[config.mk]
export PLATFORM = sky130hd
export DESIGN_NAME = cache_ctrl_flat
export DESIGN_NICKNAME = d
export VERILOG_FILES = /design/src/rtl/cache_ctrl_if.sv /design/src/rtl/cache_ctrl.sv /design/src/flat_wrapper.sv
export SDC_FILE = /design/constraint.sdc
export NUM_CORES = 1
export LEC_CHECK = 0
export CORE_MARGIN = 2
export CORE_UTILIZATION = 30
export CTS_CLUSTER_SIZE = 16
export DETAILED_ROUTE_END_ITERATION = 8
export SYNTH_ARGS = -nofsm -noshare
export SYNTH_HDL_FRONTEND = slang
export SYNTH_SLANG_ARGS = --single-unit
[constraint.sdc]
create_clock -name clk -period 2.37 [get_ports clk]
set_clock_uncertainty 0.05 [all_clocks]
set_input_delay 0.474 -clock clk [delete_from_list [all_inputs] [get_ports clk]]
set_output_delay 0.474 -clock clk [all_outputs]
set_load 0.1 [all_outputs]
[src/rtl/cache_ctrl_if.sv]
// CPU, cache-array and memory signals of the cache controller, bundled as one bus.
// The master side is the environment (CPU, tag lookup, memory); the slave side is cache_ctrl.
interface cache_ctrl_if;
    logic        cpu_req;
    logic        cpu_we;
    logic [31:0] cpu_addr;
    logic [31:0] cpu_wdata;
    logic        cpu_stall;
    logic        cpu_done;

    logic        cache_hit;
    logic        cache_hit_way;
    logic        cache_we;

    logic        fill_en;
    logic [3:0]  fill_set;
    logic        fill_way;
    logic [1:0]  fill_word;
    logic [31:0] fill_data;
    logic [23:0] fill_tag;
    logic        fill_valid;

    logic        mem_req;
    logic        mem_we;
    logic [31:0] mem_addr;
    logic [31:0] mem_wdata;
    logic        mem_ack;
    logic [31:0] mem_rdata;

    modport master (
        output cpu_req, cpu_we, cpu_addr, cpu_wdata,
        output cache_hit, cache_hit_way,
        output mem_ack, mem_rdata,
        input  cpu_stall, cpu_done, cache_we,
        input  fill_en, fill_set, fill_way, fill_word, fill_data, fill_tag, fill_valid,
        input  mem_req, mem_we, mem_addr, mem_wdata
    );

    modport slave (
        input  cpu_req, cpu_we, cpu_addr, cpu_wdata,
        input  cache_hit, cache_hit_way,
        input  mem_ack, mem_rdata,
        output cpu_stall, cpu_done, cache_we,
        output fill_en, fill_set, fill_way, fill_word, fill_data, fill_tag, fill_valid,
        output mem_req, mem_we, mem_addr, mem_wdata
    );
endinterface

[src/rtl/cache_ctrl.sv]
// Controller for a 2-way, 16-set cache with 4-word lines: load hits finish in one cycle,
// load misses fill the LRU way, stores write through to memory without allocating.
module cache_ctrl (
    input logic         clk,
    input logic         rst,
    cache_ctrl_if.slave bus
);
    // state | meaning
    // IDLE  | accept a CPU request; load hits (including the post-fill replay) complete here
    // FILL  | fetch the four words of the missed line into the victim way
    // WRITE | write the latched store through to memory
    typedef enum logic [1:0] {
        IDLE  = 2'd0,
        FILL  = 2'd1,
        WRITE = 2'd2
    } state_t;

    state_t      state;
    logic [15:0] lru;
    logic [1:0]  cnt;
    logic [23:0] tag_q;
    logic [3:0]  set_q;
    logic        victim_q;
    logic [31:0] addr_q;
    logic [31:0] wdata_q;
    logic        hit_q;
    logic        hit_way_q;

    logic [3:0]  req_set;
    logic        load_hit;
    logic        fill_ack;
    logic        write_ack;

    assign req_set = bus.cpu_addr[7:4];

    // Every strobe is gated by rst so an ack landing in a reset cycle completes nothing.
    assign load_hit  = !rst && (state == IDLE) && bus.cpu_req && !bus.cpu_we && bus.cache_hit;
    assign fill_ack  = !rst && (state == FILL) && bus.mem_ack;
    assign write_ack = !rst && (state == WRITE) && bus.mem_ack;

    assign bus.cpu_done  = load_hit || write_ack;
    assign bus.cpu_stall = bus.cpu_req && !bus.cpu_done;
    assign bus.cache_we  = write_ack && hit_q;

    assign bus.fill_en    = fill_ack;
    assign bus.fill_valid = fill_ack && (cnt == 2'd3);
    assign bus.fill_set   = set_q;
    assign bus.fill_way   = victim_q;
    assign bus.fill_word  = cnt;
    assign bus.fill_data  = bus.mem_rdata;
    assign bus.fill_tag   = tag_q;

    // The fill address is built from latched fields, so it only moves when cnt steps on an ack.
    assign bus.mem_req   = !rst && (state != IDLE);
    assign bus.mem_we    = !rst && (state == WRITE);
    assign bus.mem_addr  = (state == WRITE) ? addr_q : {tag_q, set_q, cnt, 2'b00};
    assign bus.mem_wdata = wdata_q;

    always_ff @(posedge clk) begin
        if (rst) begin
            state     <= IDLE;
            lru       <= '0;
            cnt       <= '0;
            tag_q     <= '0;
            set_q     <= '0;
            victim_q  <= 1'b0;
            addr_q    <= '0;
            wdata_q   <= '0;
            hit_q     <= 1'b0;
            hit_way_q <= 1'b0;
        end else begin
            case (state)
                IDLE: begin
                    if (bus.cpu_req) begin
                        if (bus.cpu_we) begin
                            addr_q    <= bus.cpu_addr;
                            wdata_q   <= bus.cpu_wdata;
                            hit_q     <= bus.cache_hit;
                            hit_way_q <= bus.cache_hit_way;
                            set_q     <= req_set;
                            state     <= WRITE;
                        end else if (bus.cache_hit) begin
                            lru[req_set] <= ~bus.cache_hit_way;
                        end else begin
                            tag_q    <= bus.cpu_addr[31:8];
                            set_q    <= req_set;
                            victim_q <= lru[req_set];
                            cnt      <= 2'd0;
                            state    <= FILL;
                        end
                    end
                end
                FILL: begin
                    if (bus.mem_ack) begin
                        cnt <= cnt + 2'd1;
                        if (cnt == 2'd3) begin
                            lru[set_q] <= ~victim_q;
                            state      <= IDLE;
                        end
                    end
                end
                WRITE: begin
                    if (bus.mem_ack) begin
                        if (hit_q) begin
                            lru[set_q] <= ~hit_way_q;
                        end
                        state <= IDLE;
                    end
                end
                default: state <= IDLE;
            endcase
        end
    end
endmodule

[src/flat_wrapper.sv]
// flat-port wrapper written by rule: the top's interface ports become plain ports
module cache_ctrl_flat 
  (clk, rst, bus_cpu_req, bus_cpu_we, bus_cpu_addr, bus_cpu_wdata, bus_cache_hit, bus_cache_hit_way, bus_mem_ack, bus_mem_rdata, bus_cpu_stall, bus_cpu_done, bus_cache_we, bus_fill_en, bus_fill_set, bus_fill_way, bus_fill_word, bus_fill_data, bus_fill_tag, bus_fill_valid, bus_mem_req, bus_mem_we, bus_mem_addr, bus_mem_wdata);
  cache_ctrl_if bus_i ();
  input logic clk;
  input logic rst;
  input wire logic [$bits(bus_i.cpu_req)-1:0] bus_cpu_req;
  input wire logic [$bits(bus_i.cpu_we)-1:0] bus_cpu_we;
  input wire logic [$bits(bus_i.cpu_addr)-1:0] bus_cpu_addr;
  input wire logic [$bits(bus_i.cpu_wdata)-1:0] bus_cpu_wdata;
  input wire logic [$bits(bus_i.cache_hit)-1:0] bus_cache_hit;
  input wire logic [$bits(bus_i.cache_hit_way)-1:0] bus_cache_hit_way;
  input wire logic [$bits(bus_i.mem_ack)-1:0] bus_mem_ack;
  input wire logic [$bits(bus_i.mem_rdata)-1:0] bus_mem_rdata;
  output wire logic [$bits(bus_i.cpu_stall)-1:0] bus_cpu_stall;
  output wire logic [$bits(bus_i.cpu_done)-1:0] bus_cpu_done;
  output wire logic [$bits(bus_i.cache_we)-1:0] bus_cache_we;
  output wire logic [$bits(bus_i.fill_en)-1:0] bus_fill_en;
  output wire logic [$bits(bus_i.fill_set)-1:0] bus_fill_set;
  output wire logic [$bits(bus_i.fill_way)-1:0] bus_fill_way;
  output wire logic [$bits(bus_i.fill_word)-1:0] bus_fill_word;
  output wire logic [$bits(bus_i.fill_data)-1:0] bus_fill_data;
  output wire logic [$bits(bus_i.fill_tag)-1:0] bus_fill_tag;
  output wire logic [$bits(bus_i.fill_valid)-1:0] bus_fill_valid;
  output wire logic [$bits(bus_i.mem_req)-1:0] bus_mem_req;
  output wire logic [$bits(bus_i.mem_we)-1:0] bus_mem_we;
  output wire logic [$bits(bus_i.mem_addr)-1:0] bus_mem_addr;
  output wire logic [$bits(bus_i.mem_wdata)-1:0] bus_mem_wdata;
  assign bus_i.cpu_req = bus_cpu_req;
  assign bus_i.cpu_we = bus_cpu_we;
  assign bus_i.cpu_addr = bus_cpu_addr;
  assign bus_i.cpu_wdata = bus_cpu_wdata;
  assign bus_i.cache_hit = bus_cache_hit;
  assign bus_i.cache_hit_way = bus_cache_hit_way;
  assign bus_i.mem_ack = bus_mem_ack;
  assign bus_i.mem_rdata = bus_mem_rdata;
  assign bus_cpu_stall = bus_i.cpu_stall;
  assign bus_cpu_done = bus_i.cpu_done;
  assign bus_cache_we = bus_i.cache_we;
  assign bus_fill_en = bus_i.fill_en;
  assign bus_fill_set = bus_i.fill_set;
  assign bus_fill_way = bus_i.fill_way;
  assign bus_fill_word = bus_i.fill_word;
  assign bus_fill_data = bus_i.fill_data;
  assign bus_fill_tag = bus_i.fill_tag;
  assign bus_fill_valid = bus_i.fill_valid;
  assign bus_mem_req = bus_i.mem_req;
  assign bus_mem_we = bus_i.mem_we;
  assign bus_mem_addr = bus_i.mem_addr;
  assign bus_mem_wdata = bus_i.mem_wdata;
  cache_ctrl u_core (.clk(clk), .rst(rst), .bus(bus_i));
endmodule
# == Word-level counts from Yosys, hierarchy flattened ==
# Cells that the tools add are included.
# word_totals
latchBits,0
mem_bits_rw,0
reg_bits,115
out_inout_bits,134
word_cells,93
romBits,0
mem_count,0
in_bits,103
# classes
addsub,1
shift,0
n_lt_le_gt_ge,4
n_mul,0
bitwise_logic,5
n_mux,32
div_mod_pow,0
n_eq_ne,13
n_reduce_logical,28
# ops
operator,count
16-bit two-way mux,7
16-bit bitwise mux,3
16-bit case mux with 3 select lines,1
32-bit two-way mux,1
2-bit two-way mux,10
"2-bit != test, second input constant",8
1-bit logical AND,14
"4-bit by 5-bit less-than comparator with 1-bit output, second input constant",2
5-bit AND reduction,2
1-bit demux with 4-bit select,2
"4-bit by 1-bit greater-or-equal comparator with 1-bit output, second input constant",2
4-bit two-way mux,2
8-bit AND reduction,1
2-bit case mux with 3 select lines,1
3-bit AND reduction,2
1-bit NOT,5
1-bit binary-select mux with 4-bit select,1
"2-bit equality test, second input constant",2
2-bit case mux with 2 select lines,1
4-bit AND reduction,1
2-bit nonzero test,2
1-bit zero test,3
1-bit two-way mux,3
"3-bit != test, second input constant",1
6 further kinds,6

# == Longest topological paths before layout ==
# logic_depth
ltp_word,9
mapped_depth,9
depth_no_buf,6

# == Worst setup path after synthesis ==
# No wires, ideal clock.
# synth_timing
path_kind,flip-flop to output port
start,register u_core.set_q[2] (netlist: u_core.bus.fill_set[2])
end,output port bus_mem_addr[6]
required_time_ns,1.846
stages_incl_launch_ff,4
path_slack_ns,-1.646
t_arrival_ns,3.492
n_path_buf,1
path_cell_list,dfxtp_1 > buf_2 > inv_1 > o21ai_0
# synth_via
elab_chain_cells,1
# synth_lines
item,line,text
from (decl),cache_ctrl.sv:22,logic [3:0] set_q;
from (signal assigned),cache_ctrl.sv:80,set_q <= req_set;
from (signal assigned),cache_ctrl.sv:86,set_q <= req_set;
32-bit two-way mux,cache_ctrl.sv:56,"assign bus.mem_addr = (state == WRITE) ? addr_q : {tag_q, set_q, cnt, 2'b00};"
to (decl),flat_wrapper.sv:27,output wire logic [$bits(bus_i.mem_addr)-1:0] bus_mem_addr;
# No other way between the ends.

# == Final worst setup path ==
# layout_timing
start,register u_core.state[0]
end,output port bus_mem_addr[29]
# layout_via
elab_chain_cells,2
# layout_lines
item,line,text
from (decl),cache_ctrl.sv:18,state_t state;
from (signal assigned),cache_ctrl.sv:61,state <= IDLE;
from (signal assigned),cache_ctrl.sv:81,state <= WRITE;
from (signal assigned),cache_ctrl.sv:89,state <= FILL;
2-bit equality test,cache_ctrl.sv:56,
32-bit two-way mux,cache_ctrl.sv:56,
# No other way between the ends.

==> metrics.cfg <==
[logic_synthesis]
yosysSeqAreaShare_pct=38.1
synth_top_area_cell=dfxtp_1
yosys-top-cells-area=dfxtp_1 38%, nand2_1 12%, a21oi_1 8.4%
async_flop_share_pct=0
ys_seq_elements=115
syn-num-nets=871
synth_top_area_share_pct=38.1
syn_inst=763
syn_area_um2=6040
ys_types=46
ys_warn_count=0
syn_area_per_cell_um2=7.91
synth-edff-count=0
synth_flop_cell=dfxtp_1

[routing]
dr_total_vias=5939
drt-initial-drc-count=504
wirelength_um=19900
drc=0
firstDrtPassIters=5
vias_per_cell=5.03
wl_per_cell_um=16.9
detail-route-antenna-nets=0

[placement]
place_area_um2=8220
pre_cts_ws_ns=0.146
dp.cells=1134
port_buffers=172
hpwl_um=13200
routabilityCongestion=0.846

[setup_path]
critical-path-max-stage-delay_ns=0.36
r2r_cells=10
cp_max_fo=8
crit_family=buffers and inverters
crit_chain=inv_4 -> ha_4 -> bufbuf_16 -> mux2_2 -> buf_12
worstPathRequired_ns=1.85
worst-path-stages=5
worst-path-buf-inv=3
crit_path_start_kind=register
critPathKind=register to primary output
arrival_ns=1.86
cpMaxStageDelayCell=dfxtp_4
cp-end-kind=primary output

[global_route]
track_usage_pct=18.6
grt_first_pass_wirelength_um=31600
grt_max_degree=57
grt_overflow=0
antenna_found_initial=0
grt_pass1_vias=5620

[sta]
min_period_over_period_pct=101
drv_slew=0
tightest_slew_ns=0.700
max_freq_ghz=0.419
post-route-min-period_ns=2.39
tns_ns=-0.0872
holdWs_ns=0.279
postLayoutSetupSlackWorst_ns=-0.0159
relSlewSlack_pct=53.3
hold_violations=0
rsz0062_at_grt=yes
setup_viol=8

[final_layout]
area_growth_pct=51.4
finalNonFillerCells=1180
postLayoutCoreUtil_pct=46.7
layout_commonest_cell=nand2_1
diodes=0
layout_common_cells=201 x nand2_1, 110 x dfxtp_1, 100 x a21oi_1
fill_cells=1923
layout.nets=1010
drive_gt1_share_pct=28.1
final_area_um2=9140

[power]
power_leakage_nw=3.57
power_density_nw_per_um2=852
fin_total_pwr_mw=7.79
peakVddDrop_mv=0.594

[clocking]
insertion_delay_ns=0.42
cts_tree=done
ctsRootBufferMaster=clkbuf_16
clkSlewWorstSetupHoldPaths_ns=0.06
cts.sinks=115
h-tree-depth=4
cts_buffers=17
cts_hold_buf=0
clockBufferDepth=2

[floorplan]
die_area_um2=21300
initial_utilization_pct=30.8
die_x_um=146
core_area_um2=19600
fp.dieH_um=146
ios=237
rows=51

[outcome]
status=complete, but fails checks
violations=setup timing

[job]
drv_cap=0

[hold_path]
hold_depth=2
hold_path.class=input port to register

cells by family (layout without fill, tap and decap cells):
group	after synthesis	in the layout	share of synthesized area [%]
compound gates	225	225	24.3
simple gates	269	269	19.3
flops	115	115	38.1
mux	38	38	7.29
fa+ha+maj	5	5	1.04
buf+inv	111	263	9.99
where the power goes:
part / total [mW] / internal, mW / switching, mW / leakage (nW)
clock: 2.84 / 1.80 / 1.05 / 0.314
combinational: 2.73 / 1.01 / 1.72 / 2.32
sequential: 2.22 / 2.08 / 0.132 / 0.938
total: 7.79 / 4.89 / 2.90 / 3.57
path summary, 6_finish.rpt:
check	from	end	slack, ns
max reg2reg	u_core.state[0]$_SDFFE_PP0P_	register	0.18
min	rst	u_core.hit_q$_SDFFE_PP0P_	0.28
max	u_core.state[0]$_SDFFE_PP0P_	bus_mem_addr[29]	-0.02
min reg2reg	u_core.addr_q[0]$_SDFFE_PP0P_	u_core.addr_q[0]$_SDFFE_PP0P_	0.40
cells in the mapped netlist, types with 2 or more instances:
cell type	number
nand2_1	201
dfxtp_1	115
a21oi_1	101
clkbuf_1	36
buf_4	34
o21ai_0	30
mux2_2	28
buf_2	26
a21o_1	24
a31oi_1	23
nor2_1	16
a311oi_2	10
inv_1	10
a211o_1	9
nand3_1	9
mux2i_1	8
nor2b_1	8
and2_1	7
a311oi_1	6
nand2b_1	6
a41oi_1	5
ha_1	5
nand3b_1	5
a31o_2	4
and3_1	4
o221ai_1	4
nor3b_1	3
nor4bb_1	3
buf_6	2
inv_2	2
mux4_2	2
nor3_1	2
o21bai_1	2
routing by layer:
metal  vias up  GRT usage [%]  share of wire (%)
li1       2894              -                  -
met5         -              0                  0
met2       235           29.8                 47
met3        25           4.42                6.7
met1      2785           24.2                 44
met4         0           7.21                2.0
repair_timing:
item	CTS	global route
endpoints found under the setup margin	33	32
gates cloned	2	0
pin swaps	1	2
setup buffers	6	6
gates resized for setup	23	6
cell type report:
type	instances	area, um2	area share (%)
Multi-Input combinational cell	537	3320	36.3
Timing Repair Buffer	219	2480	27.2
Sequential cell	115	2310	25.3
Clock buffer	17	425	4.65
Tap cell	265	332	3.63
Clock inverter	15	220	2.41
Inverter	12	51.3	0.561
(Power assumes the default switching activity.)
